$ cat config.mk
export PLATFORM = sky130hd
export DESIGN_NAME = uart_frame_parser
export DESIGN_NICKNAME = d
export VERILOG_FILES = /design/src/rtl/uart_frame_parser.sv
export SDC_FILE = /design/constraint.sdc
export NUM_CORES = 1
export LEC_CHECK = 0
export ABC_AREA = 0
export CAP_MARGIN = 20
export CORE_MARGIN = 3
export CORE_UTILIZATION = 46
export CTS_BUF_LIST = sky130_fd_sc_hd__clkbuf_8
export DETAILED_ROUTE_END_ITERATION = 7
export MAX_ROUTING_LAYER = met4
export PLACE_DENSITY = 0.82
export SETUP_SLACK_MARGIN = 0.1
export SYNTH_ARGS = -nofsm -noshare
export SYNTH_HDL_FRONTEND = slang
export SYNTH_SLANG_ARGS = --single-unit
export TNS_END_PERCENT = 100
$ cat constraint.sdc
create_clock -name clk -period 2.5 [get_ports clk]
set_clock_uncertainty 0.2 [all_clocks]
set_input_delay 0.5 -clock clk [delete_from_list [all_inputs] [get_ports clk]]
set_output_delay 0.5 -clock clk [all_outputs]
set_load 0.01 [all_outputs]
$ cat src/rtl/uart_frame_parser.sv
// uart_frame_parser: turns the UART byte stream into framed records
//   FLAG, ADDR, LEN, LEN payload bytes, FLAG
// Each payload byte is emitted with the frame address. A frame then ends with a
// one-cycle frame_done pulse (good closing flag) or frame_error pulse (bad closing
// byte or inter-byte timeout). All outputs are registered.
module uart_frame_parser #(
  parameter int unsigned TIMEOUT_CYCLES = 20000,
  parameter logic [7:0]  FLAG           = 8'h7E
) (
  input  logic       clk,
  input  logic       rst,
  input  logic       new_data_rx,
  input  logic [7:0] data_rx,
  output logic [7:0] address,
  output logic [7:0] data,
  output logic       data_valid,
  output logic [7:0] frame_len,
  output logic       frame_done,
  output logic       frame_error,
  output logic       busy
);

  localparam int unsigned BYTE_W = 8;
  localparam int unsigned TMO_W  = (TIMEOUT_CYCLES > 2) ? $clog2(TIMEOUT_CYCLES) : 1;

  typedef enum logic [2:0] {
    S_IDLE = 3'd0,
    S_ADDR = 3'd1,
    S_LEN  = 3'd2,
    S_DATA = 3'd3,
    S_ENDF = 3'd4
  } state_t;

  state_t              state_q, state_d;
  logic [BYTE_W-1:0]   cnt_q, cnt_d;
  logic [TMO_W-1:0]    tmo_q, tmo_d;
  logic [BYTE_W-1:0]   address_q, address_d;
  logic [BYTE_W-1:0]   data_q, data_d;
  logic                data_valid_q, data_valid_d;
  logic [BYTE_W-1:0]   frame_len_q, frame_len_d;
  logic                frame_done_q, frame_done_d;
  logic                frame_error_q, frame_error_d;
  logic                busy_q, busy_d;
  logic                timeout_hit_c;
  logic                is_flag_c;

  // A received byte always takes priority over an expiring timeout
  assign timeout_hit_c = (state_q != S_IDLE) && !new_data_rx &&
                         (tmo_q == TMO_W'(TIMEOUT_CYCLES - 1));
  assign is_flag_c     = (data_rx == FLAG);

  // Next-state, counter and output-register logic
  always_comb begin
    state_d       = state_q;
    cnt_d         = cnt_q;
    tmo_d         = tmo_q;
    address_d     = address_q;
    data_d        = data_q;
    frame_len_d   = frame_len_q;
    data_valid_d  = 1'b0;
    frame_done_d  = 1'b0;
    frame_error_d = 1'b0;

    if (new_data_rx) begin
      tmo_d = '0;
      case (state_q)
        S_IDLE: begin
          if (is_flag_c) state_d = S_ADDR;
        end
        S_ADDR: begin
          // Repeated flags keep us waiting for the address (resync)
          if (!is_flag_c) begin
            address_d = data_rx;
            state_d   = S_LEN;
          end
        end
        S_LEN: begin
          frame_len_d = data_rx;
          cnt_d       = data_rx;
          state_d     = (data_rx == '0) ? S_ENDF : S_DATA;
        end
        S_DATA: begin
          // No escaping: a flag value here is ordinary payload
          data_d       = data_rx;
          data_valid_d = 1'b1;
          cnt_d        = cnt_q - BYTE_W'(1);
          if (cnt_q == BYTE_W'(1)) state_d = S_ENDF;
        end
        S_ENDF: begin
          if (is_flag_c) frame_done_d  = 1'b1;
          else           frame_error_d = 1'b1;
          state_d = S_IDLE;
        end
        default: state_d = S_IDLE;
      endcase
    end else if (state_q == S_IDLE) begin
      tmo_d = '0;
    end else if (timeout_hit_c) begin
      tmo_d         = '0;
      frame_error_d = 1'b1;
      state_d       = S_IDLE;
    end else begin
      tmo_d = tmo_q + TMO_W'(1);
    end

    busy_d = (state_d != S_IDLE);
  end

  // State and output registers, synchronous reset aborts any frame silently
  always_ff @(posedge clk) begin
    if (rst) begin
      state_q       <= S_IDLE;
      cnt_q         <= '0;
      tmo_q         <= '0;
      address_q     <= '0;
      data_q        <= '0;
      data_valid_q  <= 1'b0;
      frame_len_q   <= '0;
      frame_done_q  <= 1'b0;
      frame_error_q <= 1'b0;
      busy_q        <= 1'b0;
    end else begin
      state_q       <= state_d;
      cnt_q         <= cnt_d;
      tmo_q         <= tmo_d;
      address_q     <= address_d;
      data_q        <= data_d;
      data_valid_q  <= data_valid_d;
      frame_len_q   <= frame_len_d;
      frame_done_q  <= frame_done_d;
      frame_error_q <= frame_error_d;
      busy_q        <= busy_d;
    end
  end

  assign address     = address_q;
  assign data        = data_q;
  assign data_valid  = data_valid_q;
  assign frame_len   = frame_len_q;
  assign frame_done  = frame_done_q;
  assign frame_error = frame_error_q;
  assign busy        = busy_q;

endmodule

After elaboration in Yosys (flattened, before gate mapping)
Cells that the tools add are included.

Register bits after elaboration: 54. Bits in latches: 0. Memory bits (writable): 0. ROM bits: 0. Input bits: 11. Output and inout port bits: 28. Logic and storage cells: 53. Memories: 0.

$add $sub $neg: 2. Multipliers: 0. Div/mod/pow operators: 0. Magnitude comparators: 0. Equal/unequal tests: 7. Shift operators: 0. Muxes and demuxes: 16. Bitwise logic cells: 3. Reduce and logical (&&, ||, !) cells: 15.

Operator list (count): $mux 3 (7); $pmux 8 s2 (1); $add 15x1->15 const B (1); $eq 15x15->1 const B (1); $pmux 3 s4 (1); $eq 8x1->1 const B (1); $eq 8x7->1 const B (1); $logic_not 8->1 (1); $sub 8x1->8 const B (1); $mux 1 (7); $eq 3x2->1 const B (2); $reduce_and 2->1 (3); $reduce_bool 3->1 (2); $reduce_or 4->1 (1); $eq 3x1->1 const B (1); $eq 3x3->1 const B (1); $logic_not 3->1 (1); $not 1->1 (3); $reduce_and 3->1 (1); $reduce_or 3->1 (1); $logic_and 1x1->1 (2); $reduce_bool 2->1 (1); $reduce_or 2->1 (1); $logic_not 1->1 (1).

Depth between registers and ports, before layout
Gate-level depths: netlist of run 1.

Depth after elaboration: 7. Depth in mapped cells: 7. Mapped depth without buffers: 6.

Worst setup path after synthesis of run 1
OpenSTA, ideal clock, no wires.

Path type: register -> register. Start: register tmo_q[0]. End: register busy_q (netlist: busy). Setup time: 0.125 ns. Arrival time: 1.468 ns. Required time: 2.175 ns. Setup slack: 0.707 ns. Cell stages (with the launch flop): 8. Path buffers: 2. Clock period less this slack: 1.793 ns. Cell sequence: dfxtp_1 ha_1 and4_2 clkbuf_1 nand4_1 nand2b_1 buf_2 nand3_1.

Word-level cells in the longest chain between the ends: 6.

RTL lines: start: declaration (line 36) `logic [TMO_W-1:0] tmo_q, tmo_d;`; start signal: assignment (line 125) `tmo_q <= tmo_d;`; $eq 15x15->1 (line 49) `(tmo_q == TMO_W'(TIMEOUT_CYCLES - 1));`; $logic_and 1x1->1 (line 48) `assign timeout_hit_c = (state_q != S_IDLE) && !new_data_rx &&`; $mux 3 (line 98) `end else if (timeout_hit_c) begin`; $mux 3 (line 96) `end else if (state_q == S_IDLE) begin`; $mux 3 (line 64) `if (new_data_rx) begin`; $reduce_bool 3->1 (line 106) `busy_d = (state_d != S_IDLE);`; end signal: assignment (line 132) `busy_q <= busy_d;`; end: declaration (line 43) `logic busy_q, busy_d;`.

No other way between the ends. A chain may end at the register's enable or synchronous reset.

Final worst setup path of run 1
Start: input port new_data_rx. End: register tmo_q[14].

Word-level cells in the longest chain between the ends: 4.

RTL lines: start: declaration (line 12) `input logic new_data_rx,`; $logic_not 1->1 (line 48); $logic_and 1x1->1 (2 in series) (line 48); $reduce_or 4->1 (no source line) *.

Every way passes the cells marked *; elsewhere a longest branch is shown, timed or not.

==> run summary, run 1 <==
first-pass GRT wire length -> 9900 µm
R2R Setup Slk -> 0.56 ns
largest family of logic cells by synthesized area -> simple AND/OR/NAND/NOR gates
worst-skew pair later-pin latency -> 0.31 ns
worst-margin pin slew -> 0.544 ns
Synth async-reset ratio -> 0%
Post-Route Setup TNS -> 0 ns
Port Buf Inserts -> 38
HPWL Detailed -> 4060 µm
fin crit period -> 1.98 ns
core area -> 0.00488 mm²
Achievable Freq -> 506 MHz
worst r2r src -> tmo_q[0]
dpl ws -> 0.192 ns
antenna violations before repair -> 0
Cell variety after synth -> 41
Hold Path Class -> flip-flop to flip-flop
TritonRoute pass-1 iters -> 4
Hold Path End -> data[7]
post-CTS sizing -> 0
First DRT Iteration DRCs -> 146
net count after synthesis -> 302
CP Max Fanout -> 14
hold depth -> 2
Cell Count, Final, Fillers Out -> 398
TritonCTS Buffers -> 5
Seq pwr share -> 56.1%
max-slew violations -> 0
Net Switching -> 0.000336 W
TritonCTS sink count -> 54
vias in the first global route -> 2091
CTS tree -> done
startpoint type of the worst setup path -> input pin
postcts setup bufs -> 0
GRT Total Usage -> 20.8%
layout cells sized above 1 -> 7.85%
power share of the combinational group -> 4.3%
area delta synth->final -> 25.7%
Ys Warns -> 0
PwrDens -> 510 mW/mm²
Synth Area in Simple Gates -> 26.8%
DR DRC count -> 0
ANT cells -> 0
RSZ-0062 raised after global routing -> false
share of the synthesized area in the top cell type -> 45.3%
die area -> 0.00609 mm²
Vias -> 2197
P_int -> 0.00120 W
clk root buf -> clkbuf_8
reg2reg path depth -> 5
Rel. slew slack -> 63.6%
# IOs -> 39
Synth Area in Compound Gates -> 15.3%
routability congestion estimate -> 0.862
placed insts -> 390
EDFF count, synth -> 0
Hold Path Origin -> data[7]
status -> completed
sequential fraction of the synthesis area -> 45.3%
count of final setup violators -> 0
clock share of power -> 39.5%
Hold-fix buffers, CTS -> 0
CP Capture Type -> flip-flop
xor/xnor share of the synthesized area -> 3.67%
row cnt -> 25
Max-cap violations -> 0
Synth area leaders -> dfxtp_1, a21oi_1, nand2_1
Die H -> 78.0 µm
area share of fa/ha/maj cells after synthesis -> 1.57%
largest area contributor in the synthesized netlist -> dfxtp_1
post-synthesis mux area share -> 3.35%
predominant post-synthesis flop cell -> dfxtp_1
H-tree depth -> 2
Worst IR Drop VDD -> 0.307 mV
Vias/cell -> 5.52
average size of a mapped cell -> 8.29 µm²
CTS Buffer Depth -> 2
GR Overflow Total -> 0
synthesis-stage register bit count -> 54
Net Sw Frac -> 21.9%
Clock transition at path regs -> 0.10 ns
post-synthesis cell count -> 288
Netlist Area Pre-Place -> 0.00239 mm²
required time of the worst setup path -> 2.54 ns
Total Routed Length -> 5770 µm
Die X -> 78.0 µm
Setup WS post-layout -> 0.523 ns
R2R Path End -> busy
top-count cell post-synth -> dfxtp_1
final cycle utilization of the critical path -> 79.1%
Initial Util -> 48.9%
CP arrival -> 2.02 ns
WL/cell -> 14.5 µm
Post-synth top cells -> dfxtp_1, nand2_1, a21oi_1
critical path type -> input pin to flip-flop
final-report hold violation count -> 0
largest net degree at the start of global routing -> 38
Antenna Nets Post-Route -> 0
# nets final -> 344
leakage -> 1.04 nW
-- layout make-up --
class,count,area (µm²)
fill,449,1880
multi-input combinational,210,1210
sequential,54,1080
timing repair buffer,51,478
tap,67,83.8
clock buffer,5,68.8
clock inverter,3,48.8
inverter,8,30.0
-- sequential cells by signal (all words and copies together), names as in the netlist --
register / flops
frame_done: 1
busy: 1
data_valid: 1
data: 8
frame_error: 1
state_q: 3
address: 8
tmo_q: 15
frame_len: 8
cnt_q: 8
-- placed cells by master (no fill, tap or decap), types with 2 or more instances in the layout --
| master | netlist | routed |
|---|---|---|
| o21ai_0 | 17 | 17 |
| buf_4 | 0 | 13 |
| clkbuf_8 | 0 | 5 |
| mux2i_1 | 8 | 8 |
| nand3_1 | 9 | 9 |
| inv_1 | 8 | 8 |
| a21o_1 | 6 | 6 |
| nand2b_1 | 3 | 3 |
| o31ai_1 | 2 | 2 |
| and2_1 | 2 | 2 |
| or2_2 | 2 | 2 |
| a21oi_1 | 31 | 31 |
| nand2_1 | 40 | 40 |
| and3b_1 | 2 | 2 |
| nand4_1 | 6 | 6 |
| dfxtp_1 | 54 | 54 |
| nor4b_1 | 3 | 3 |
| ha_1 | 3 | 3 |
| or4_1 | 3 | 3 |
| nand3b_1 | 5 | 5 |
| xnor2_1 | 4 | 4 |
| nand4b_1 | 3 | 3 |
| nor2_1 | 29 | 29 |
| clkdlybuf4s50_1 | 0 | 38 |
| nor3_1 | 7 | 7 |
| xor2_1 | 6 | 6 |
| nor4_1 | 5 | 5 |
-- per-layer routing --
| metal | vias up | routed length [µm] | track usage, % |
|---|---|---|---|
| met5 | - | 0 | - |
| met4 | 0 | 113 | 8.04 |
| met3 | 14 | 313 | 4.47 |
| met2 | 71 | 2720 | 32.4 |
| met1 | 1020 | 2620 | 26.5 |
| li1 | 1092 | - | - |
-- per-stage QoR --
stage	hold slack [ns]	instance area (µm²)	total power (W)	utilization (%)
2_1_floorplan	0.229	2390	0.000900	-
3_3_place_gp	0.244	2880	0.000945	59.1
3_5_place_dp	0.249	2880	0.000946	59.1
4_1_cts	0.266	3000	0.00154	61.5
5_1_grt	0.291	3000	0.00159	61.5
6_report	0.267	3000	0.00153	61.5
-- kinds of logic (layout without fill, tap and decap cells) --
family	count (synthesis)	after routing
AO/OA/AOI/OAI	63	63
adder cells (fa/ha/maj)	3	3
flip-flops	54	54
AND/OR/NAND/NOR	126	126
multiplexers	8	8
XOR/XNOR	10	10
buffers and inverters	24	67
-- critical path: stages --
cell	delay, ns
clkdlybuf4s50_1	0.41
or2_2	0.32
a21o_1	0.18
nand2b_1	0.38
a21oi_1	0.22
-- power by group through the flow --
stage | Combinational (W) | Sequential (W) | Clock, W
detailed placement | 0.0000659 | 0.000880 | 0
CTS | 0.0000659 | 0.000860 | 0.000618
global route | 0.0000707 | 0.000861 | 0.000660
finish | 0.0000663 | 0.000860 | 0.000605
global placement | 0.0000651 | 0.000880 | 0
floorplan | 0.0000202 | 0.000880 | 0
-- worst max-delay path by stage --
stage / cells past startpoint / end / start
detailed placement: 5 / tmo_q[13] / new_data_rx
global route: 4 / busy / tmo_q[7]
global placement: 5 / tmo_q[13] / new_data_rx
floorplan: 7 / busy / tmo_q[0]
CTS: 5 / tmo_q[13] / new_data_rx
finish: 5 / tmo_q[14] / new_data_rx
Note: power is estimated with default switching activity, not from simulation.
==> inputs of run 2 (changes only) <==
- clock period: 2.5 -> 2.1 ns (I/O delays scaled with it)
==> run summary, run 2 (same netlist as run 1, synthesis figures left out) <==
Vias/cell -> 5.50
most flop-heavy register -> tmo_q
ANT cells -> 0
fillers -> 404
vias in the first global route -> 2216
die area -> 0.00609 mm²
Achievable Freq -> 543 MHz
Critical Path Stages -> 6
slowest CP cell -> clkdlybuf4s50_1
CP Capture Type -> flip-flop
commonest non-fill, non-tap cell in the layout -> dfxtp_1
total power -> 0.00175 W
Die H -> 78.0 µm
worst-margin pin slew -> 0.530 ns
Hold-fix buffers, CTS -> 0
CP delay by family, top -> buffers and inverters
postcts setup bufs -> 0
Worst IR Drop VDD -> 0.376 mV
R2R Path End -> state_q[0]
CTS Buffer Depth -> 2
Die X -> 78.0 µm
TritonCTS Buffers -> 5
worst-skew pair later-pin latency -> 0.30 ns
final cycle utilization of the critical path -> 87.7%
slowest stage delay, CP -> 0.44 ns
CTS tree -> done
WL/cell -> 14.6 µm
most frequent cells in the layout -> dfxtp_1, nand2_1, clkdlybuf4s50_1
area delta synth->final -> 29.2%
# nets final -> 355
leakage -> 1.10 nW
row cnt -> 25
Port Buf Inserts -> 38
max-slew violations -> 0
startpoint type of the worst setup path -> input pin
Rel. slew slack -> 64.3%
crit path launch -> data_rx[7]
Hold Path Origin -> data[7]
routability congestion estimate -> 0.852
CP Max Fanout -> 8
TritonRoute pass-1 iters -> 4
final-report hold violation count -> 0
Hold Slack -> 0.266 ns
RSZ-0062 raised after global routing -> false
layout cells sized above 1 -> 10.8%
DR DRC count -> 0
dpl ws -> -0.0804 ns
placed insts -> 401
critical path type -> input pin to flip-flop
GR Overflow Total -> 0
First DRT Iteration DRCs -> 153
Post-Route Setup TNS -> 0 ns
first-pass GRT wire length -> 10500 µm
Total Routed Length -> 5990 µm
post-CTS sizing -> 0
Initial Util -> 48.9%
crit path buf inv count -> 2
Setup WS post-layout -> 0.258 ns
Cell Count, Final, Fillers Out -> 409
count of final setup violators -> 0
antenna violations before repair -> 0
max reg flops -> 15
status -> completed
Hold Path Class -> flip-flop to flip-flop
H-tree depth -> 2
CP arrival -> 1.83 ns
core area -> 0.00488 mm²
R2R Setup Slk -> 0.28 ns
fin crit period -> 1.84 ns
# IOs -> 39
worst setup path end -> address[3]
worst r2r src -> tmo_q[9]
GRT Total Usage -> 21.6%
crit-path cells -> clkdlybuf4s50_1 > nand4b_1 > o2111ai_2 > buf_12 > mux2i_1 > nor2_1
PwrDens -> 566 mW/mm²
TritonCTS sink count -> 54
Antenna Nets Post-Route -> 0
Max-cap violations -> 0
largest net degree at the start of global routing -> 32
required time of the worst setup path -> 2.09 ns
Vias -> 2250
Clock transition at path regs -> 0.09 ns
HPWL Detailed -> 4280 µm
clk root buf -> clkbuf_8
reg2reg path depth -> 4
==> run 2: changes by cell type in the layout (fill, tap and decap cells not counted), sizes merged <==
cell / before / now
buf: 13 / 24
bufinv: 1 / 0
clkbuf: 5 / 7
clkinv: 0 / 1
clkinvlp: 1 / 0
inv: 9 / 8
==> run 2: worst min-delay path by stage <==
| stage | to | slack [ns] | cells past startpoint |
|---|---|---|---|
| 2_1_floorplan | tmo_q[0] | 0.23 | 1 |
| 3_3_place_gp | tmo_q[0] | 0.24 | 1 |
| 3_5_place_dp | data[7] | 0.25 | 2 |
| 4_1_cts | data[7] | 0.27 | 2 |
| 5_1_grt | data[4] | 0.29 | 2 |
| 6_report | data[7] | 0.27 | 2 |
==> run 2: per-stage QoR <==
step | utilization, % | area, µm²
after floorplan | - | 2390
after global placement | 61.1 | 2980
after detailed placement | 61.1 | 2980
after CTS | 63.2 | 3080
after global routing | 63.2 | 3080
final | 63.2 | 3080
==> run 2: metal layers <==
| layer | share of wire, % | vias to the layer above | routed length [µm] | track usage (%) |
|---|---|---|---|---|
| li1 | - | 1112 | - | - |
| met1 | 46 | 1053 | 2750 | 27.4 |
| met2 | 47 | 73 | 2840 | 35.7 |
| met3 | 5.2 | 12 | 312 | 3.67 |
| met4 | 1.5 | 0 | 90 | 5.77 |
| met5 | 0 | - | 0 | - |
==> run 2: report_power, final <==
part | switching [W] | leakage [nW] | internal [W]
clock network | 0.000338 | 0.0544 | 0.000303
logic | 0.0000430 | 0.610 | 0.0000378
registers | 0.000000359 | 0.435 | 0.00102
total | 0.000381 | 1.10 | 0.00136
==> run 2: final cells by class <==
cell class	count	area (µm²)	area share, %
Clock buffer	7	96.3	3.12
Inverter	8	30.0	0.974
Timing Repair Buffer	62	573	18.6
Multi-Input combinational cell	210	1210	39.3
Clock inverter	1	8.76	0.284
Sequential cell	54	1080	35.1
Tap cell	67	83.8	2.72
==> run 2: worst min-delay path: stages (launching register included) <==
cell and delay [ns]:
dfxtp_1 0.32, nand2_1 0.05, a21oi_1 0.05
